===== config.mk =====
export PLATFORM = sky130hd
export DESIGN_NAME = result_reader
export DESIGN_NICKNAME = d
export VERILOG_FILES = /design/src/rtl/result_reader.sv
export SDC_FILE = /design/constraint.sdc
export NUM_CORES = 1
export LEC_CHECK = 0
export ABC_AREA = 1
export ABC_CLOCK_PERIOD_IN_PS = 6900
export CAP_MARGIN = 20
export CORE_ASPECT_RATIO = 2
export CORE_UTILIZATION = 55
export CTS_BUF_LIST = sky130_fd_sc_hd__clkbuf_4 sky130_fd_sc_hd__clkbuf_8
export DETAILED_ROUTE_END_ITERATION = 6
export PLACE_DENSITY = 0.89
export SYNTH_ARGS = -nofsm -noshare
export SYNTH_HDL_FRONTEND = slang
export SYNTH_SLANG_ARGS = --single-unit

===== constraint.sdc =====
create_clock -name CLK -period 6.9 [get_ports CLK]
set_input_delay 0.69 -clock CLK [delete_from_list [all_inputs] [get_ports CLK]]
set_output_delay 0.69 -clock CLK [all_outputs]
set_load 0.02 [all_outputs]

===== src/rtl/result_reader.sv =====
// Read-out stage: fetches cmd_len consecutive words from the CPU memory read port
// and streams them through a small FWFT FIFO. Define RESULT_READER_XOR_EN to append an XOR check word.
module result_reader #(
  parameter int MEM_WIDTH     = 64,
  parameter int ADDR_WIDTH    = 12,
  parameter int LEN_WIDTH     = 5,
  parameter int TAG_WIDTH     = 8,
  parameter int FIFO_DEPTH    = 4,
  parameter int RD_DELAY      = 0,
  parameter int MEM_CPU_RATIO = 4,
  localparam int DLY_W = (MEM_CPU_RATIO > 2) ? $clog2(MEM_CPU_RATIO) : 1
) (
  input  logic                  CLK,
  input  logic                  RST_N,
  input  logic                  cmd_valid,
  output logic                  cmd_ready,
  input  logic [ADDR_WIDTH-1:0] cmd_addr,
  input  logic [LEN_WIDTH-1:0]  cmd_len,
  input  logic [TAG_WIDTH-1:0]  cmd_tag,
  output logic                  mem_rd_cpu_request,
  output logic [ADDR_WIDTH-1:0] mem_rd_addr_cpu,
  output logic [DLY_W-1:0]      rd_cpu_delay,
  input  logic [MEM_WIDTH-1:0]  mem_dout,
  input  logic                  mem_rd_cpu_valid,
  output logic                  out_valid,
  input  logic                  out_ready,
  output logic [MEM_WIDTH-1:0]  out_data,
  output logic [TAG_WIDTH-1:0]  out_tag,
  output logic                  out_last,
  output logic                  busy,
  output logic                  err
);
  localparam int PTR_W = $clog2(FIFO_DEPTH);
  localparam logic [PTR_W:0] DEPTH_C = FIFO_DEPTH[PTR_W:0];

  typedef struct packed {
    logic [MEM_WIDTH-1:0] data;
    logic [TAG_WIDTH-1:0] tag;
    logic                 last;
  } entry_t;

`ifdef RESULT_READER_XOR_EN
  typedef enum logic [1:0] {S_IDLE, S_ISSUE, S_WAIT, S_CHK} state_t;
`else
  typedef enum logic [1:0] {S_IDLE, S_ISSUE, S_WAIT} state_t;
`endif

  state_t                state_q, state_d;
  logic [ADDR_WIDTH-1:0] addr_q, addr_d;
  logic [LEN_WIDTH-1:0]  rem_q, rem_d;
  logic [TAG_WIDTH-1:0]  tag_q, tag_d;
  logic                  err_q, err_d;
  logic [PTR_W:0]        wr_ptr_q, wr_ptr_d, rd_ptr_q, rd_ptr_d;
  logic [PTR_W:0]        count;
  entry_t                fifo_q [FIFO_DEPTH];
  entry_t                push_entry, head;
  logic                  push, pop, slot_free;
`ifdef RESULT_READER_XOR_EN
  logic [MEM_WIDTH-1:0]  acc_q, acc_d;
`endif

  assign count     = wr_ptr_q - rd_ptr_q;
  assign out_valid = (count != '0);
  assign pop       = out_valid && out_ready;
  // A same-cycle pop frees a slot, so a full FIFO being drained can still accept a request.
  assign slot_free = (count != DEPTH_C) || pop;
  assign head      = fifo_q[rd_ptr_q[PTR_W-1:0]];
  assign out_data  = out_valid ? head.data : '0;
  assign out_tag   = out_valid ? head.tag  : '0;
  assign out_last  = out_valid && head.last;

  assign cmd_ready       = (state_q == S_IDLE);
  assign busy            = (state_q != S_IDLE);
  assign err             = err_q;
  assign mem_rd_addr_cpu = addr_q;
  assign rd_cpu_delay    = DLY_W'(RD_DELAY);

  always_comb begin
    state_d            = state_q;
    addr_d             = addr_q;
    rem_d              = rem_q;
    tag_d              = tag_q;
    err_d              = err_q;
    push               = 1'b0;
    push_entry         = '0;
    mem_rd_cpu_request = 1'b0;
`ifdef RESULT_READER_XOR_EN
    acc_d              = acc_q;
`endif
    case (state_q)
      S_IDLE: begin
        if (cmd_valid) begin
          addr_d = cmd_addr;
          rem_d  = cmd_len;
          tag_d  = cmd_tag;
`ifdef RESULT_READER_XOR_EN
          acc_d  = '0;
`endif
          if (cmd_len == '0) err_d = 1'b1;
          else               state_d = S_ISSUE;
        end
      end
      S_ISSUE: begin
        if (slot_free) begin
          mem_rd_cpu_request = 1'b1;
          state_d            = S_WAIT;
        end
      end
      S_WAIT: begin
        if (mem_rd_cpu_valid) begin
          push            = 1'b1;
          push_entry.data = mem_dout;
          push_entry.tag  = tag_q;
          addr_d          = addr_q + ADDR_WIDTH'(1);
          rem_d           = rem_q - LEN_WIDTH'(1);
`ifdef RESULT_READER_XOR_EN
          push_entry.last = 1'b0;
          acc_d           = acc_q ^ mem_dout;
          state_d         = (rem_q == LEN_WIDTH'(1)) ? S_CHK : S_ISSUE;
`else
          push_entry.last = (rem_q == LEN_WIDTH'(1));
          state_d         = (rem_q == LEN_WIDTH'(1)) ? S_IDLE : S_ISSUE;
`endif
        end
      end
`ifdef RESULT_READER_XOR_EN
      S_CHK: begin
        if (slot_free) begin
          push            = 1'b1;
          push_entry.data = acc_q;
          push_entry.tag  = tag_q;
          push_entry.last = 1'b1;
          state_d         = S_IDLE;
        end
      end
`endif
      default: state_d = S_IDLE;
    endcase
    // Data arriving with no outstanding request is dropped.
    if (mem_rd_cpu_valid && state_q != S_WAIT) err_d = 1'b1;
  end

  always_comb begin
    wr_ptr_d = wr_ptr_q + (PTR_W+1)'(push);
    rd_ptr_d = rd_ptr_q + (PTR_W+1)'(pop);
  end

  always_ff @(posedge CLK or negedge RST_N) begin
    if (!RST_N) begin
      state_q  <= S_IDLE;
      addr_q   <= '0;
      rem_q    <= '0;
      tag_q    <= '0;
      err_q    <= 1'b0;
      wr_ptr_q <= '0;
      rd_ptr_q <= '0;
`ifdef RESULT_READER_XOR_EN
      acc_q    <= '0;
`endif
    end else begin
      state_q  <= state_d;
      addr_q   <= addr_d;
      rem_q    <= rem_d;
      tag_q    <= tag_d;
      err_q    <= err_d;
      wr_ptr_q <= wr_ptr_d;
      rd_ptr_q <= rd_ptr_d;
`ifdef RESULT_READER_XOR_EN
      acc_q    <= acc_d;
`endif
    end
  end

  // Storage needs no reset: every output field is gated by out_valid.
  always_ff @(posedge CLK) begin
    if (push) fifo_q[wr_ptr_q[PTR_W-1:0]] <= push_entry;
  end
endmodule


==> summary.md <==
| Metric | Value |
|---|---|
| Peak VDD IR | 0.324 mV |
| Diode count | 0 |
| HPWL after DPL | just over 20000 um |
| Fin crit period | about 5000 ps |
| Max Clk Rate | approximately 0.2 GHz |
| Endpoint class of the critical path | primary output |
| Share of layout cells above drive strength 1 | roughly 8.4% |
| Global-route wire length before repair | slightly above 50000 um |
| Hold depth | 1 |
| Seq/Total Area, Yosys | 68.9% |
| Reg2Reg Depth | 11 |
| Crit path buf inv count | 4 |
| Clock Power Share | 19.0% |
| Max_slew headroom | 28.3% |
| Avg Inst Size Synth | 11.0 sq um |
| Crit path from | rd_ptr_q[0] |
| DRT antenna net count | 0 |
| Int Pwr | just under 5 mW |
| Setup slack, reg-to-reg | between 3000 and 4000 ps |
| Largest net degree at the start of global routing | between 90 and 100 |
| Netlist cell types | 34 |
| Hold Slack | 506 ps |
| Routed len/inst | 18.3 um |
| CP dominant cell by count | inv_1 |
| Core area | ~25000 sq um |
| Post-synthesis async set-or-reset flop share | roughly a tenth |
| Die width | approximately 110 um |
| Placed cell area | around 16000 sq um |
| Vias in the first global route | 10100 |
| Path category of the worst min-delay check | register to register |
| Total power | between 8 and 9 mW |
| Critical Path Stages | 9 |
| Synth Cell Area | around 14000 sq um |
| Die height | 227 um |
| DRT iter0 DRCs | 770 |
| Root buffer cell | clkbuf_8 |
| Seq. cell area | roughly 9600 sq um |
| Global route overflow | 0 |
| Nets | ~1500 |
| GP Congestion | 0.797 |
| Setup Crit Path Kind | register to primary output |
| CTS H-Tree Depth | 2 |
| Worst path slowest cell | dfrtp_4 |
| Count of pins over their slew limit | 0 |
| Design Area, Final | between 15000 and 20000 sq um |
| Worst skew pair latency | approximately 540 ps |
| Clk_skew | roughly 14 ps |
| Syn. warnings | 0 |
| Hold buffers post-CTS | 0 |
| Initial Util | 55.7% |
| Least-Margin Pin Slew | around 1100 ps |
| Total Wirelength | ~33000 um |
| Site Rows | between 80 and 90 |
| Via/cell ratio | roughly 5.5 |
| Min-delay src | err |
| Outcome | complete, no violations |
| Synth Flop Type | edfxtp_1 |
| Yosys reg bits | roughly 330 |
| Initial antenna violation count | 1 |
| Max FO, Critical Path | 76 |
| WP data required | just over 6000 ps |
| Post-Syn Instances | 1270 |
| Final Hold Vio Count | 0 |
| Setup_tns | 0 ps |
| Max incr delay on CP | about 930 ps |
| # resized after CTS | 0 |
| Final Setup Violations | 0 |
| Power Density | between 400 and 500 nW/um^2 |
| Final Util | between 60% and 70% |
| Sequential power share | 31.9% |
| Crit path cell chain | buf_4 -> ha_1 -> inv_1 -> a21oi_2 -> xor2_1 -> nand2_4 -> nand2_1 -> inv_1 -> clkdlybuf4s50_1 |
| Worst r2r dst | rd_ptr_q[2] |
| Comb pwr share | around half |
| Port buffer count | between 150 and 200 |
| Worst-path clk slew | about 70 ps |
| Fillers | 1831 |
| Sw power | roughly 3.4 mW |
| Clock buffer depth | 3 |
| Postcts setup bufs | 0 |
| DR vias | 9970 |
| CTS Buf Count | 43 |
| TritonCTS clock tree | yes |
| Clock sink count | roughly 330 |
| DRT Pass-1 Iters | 5 |
| Final period utilization | between 70 and 80% |
| Max Cap Violations | 0 |
| RSZ-0062 raised after global routing | no |
| Reg-to-Reg Start | rd_ptr_q[0] |
| GR Util All Layers | roughly 26% |
| Sw Ratio | about two fifths |
| Post-synth EDFFs | slightly below 300 |
| P&R area growth vs syn | 21.2% |
| Worst Path Arrival | approximately 4300 ps |
| Lkg Pwr | 6.48 nW |
| IO Count | between 150 and 200 |
| DRC viols | 0 |
| Top delay family on crit path | buffers and inverters |
| Area of the multi-input gates | about 3600 sq um |
| Critical path launch point type | register |
| Die Area | 26000 sq um |
| Hold EP | err |
worst max path at each step:
stage	end
finish	out_data[2]
global route	out_data[2]
CTS	out_data[2]
detailed placement	out_data[2]
global placement	out_tag[7]
floorplan	fifo_q[2][0]
metrics by stage:
stage,worst slack (ps),std cells
finish,1890,1803
global placement,2570,1725
global route,1520,1803
detailed placement,2400,1725
floorplan,539,1271
CTS,1810,1803
power by group through the flow:
stage / registers (mW) / logic, mW / clock network, mW
6_report: 2.63 / 4.05 / 1.57
5_1_grt: 2.65 / 4.41 / 1.68
4_1_cts: 2.63 / 4.08 / 1.59
3_5_place_dp: 2.67 / 4.06 / 0
3_3_place_gp: 2.65 / 3.94 / 0
2_1_floorplan: 2.63 / 2.50 / 0
cells in the mapped netlist (9+ instances only):
cell	number	area [sq um]
nand3_1	11	55.1
o21ai_0	163	816
buf_2	28	140
nand2_1	208	781
inv_1	92	345
ha_1	9	113
dfrtp_1	34	851
nor2_1	242	908
edfxtp_1	292	8770
o22ai_1	74	463
clkbuf_1	31	116
inv_2	11	41.3
final cells by class:
| type | count | share of cell area [%] |
|---|---|---|
| sequential | 326 | 56.9 |
| clock inverter | 22 | 1.35 |
| timing repair buffer | 198 | 11.5 |
| multi-input combinational | 762 | 21.1 |
| tap | 336 | 2.49 |
| clock buffer | 56 | 4.37 |
| inverter | 103 | 2.30 |
flip-flops by register name, indices dropped and copies added, names as in the netlist:
name / cells
wr_ptr_q: 3
mem_rd_addr_cpu: 12
fifo_q: 292
state_q: 2
rem_q: 5
tag_q: 8
rd_ptr_q: 3
err: 1
cells in the final DEF (no fill, tap or decap), types with 3 or more instances in the layout:
cell type,n
o22ai_1,74
inv_1,91
dfrtp_1,32
clkbuf_8,51
or2_2,3
a21oi_1,8
o21ai_0,163
clkinv_2,6
nand2_4,4
clkbuf_4,5
mux2_2,8
ha_1,9
inv_2,11
xor2_1,5
nand4_1,3
nand3_1,11
buf_4,15
bufinv_16,5
nor3_1,4
nor2_1,242
edfxtp_1,292
nor3_2,4
o21ai_1,3
clkdlybuf4s50_1,182
nand2_1,206
clkinv_1,9
routing by layer:
metal  GRT usage (%)  wire length [um]  up-vias
met5               0                13        -
met4            17.1              2120        2
met3            3.35              1730      104
met2            47.9             17900      410
met1            26.7             11200     4780
li1                -                 -     4674
worst reg2reg max path, stage by stage (launching register included):
cell	delay [ps]
dfrtp_4	930
buf_4	710
ha_1	300
inv_1	50
a21oi_2	180
xor2_1	250
nand2_4	490
nand2_1	200
inv_1	60
ha_1	180
ha_1	180
xor2_1	160
cells by family after synthesis:
| kind of cell | after synthesis | synth area share (%) |
|---|---|---|
| AOI/OAI and AO/OA | 255 | 9.96 |
| xor gates and xnor gates | 7 | 0.493 |
| adders and majority gates | 9 | 0.807 |
| buffers and inverters | 183 | 5.71 |
| DFF | 326 | 68.9 |
| muxes | 8 | 0.646 |
| other | 1 | 0.0269 |
| and+or+nand+nor | 481 | 13.4 |
(Power assumes the default switching activity.)
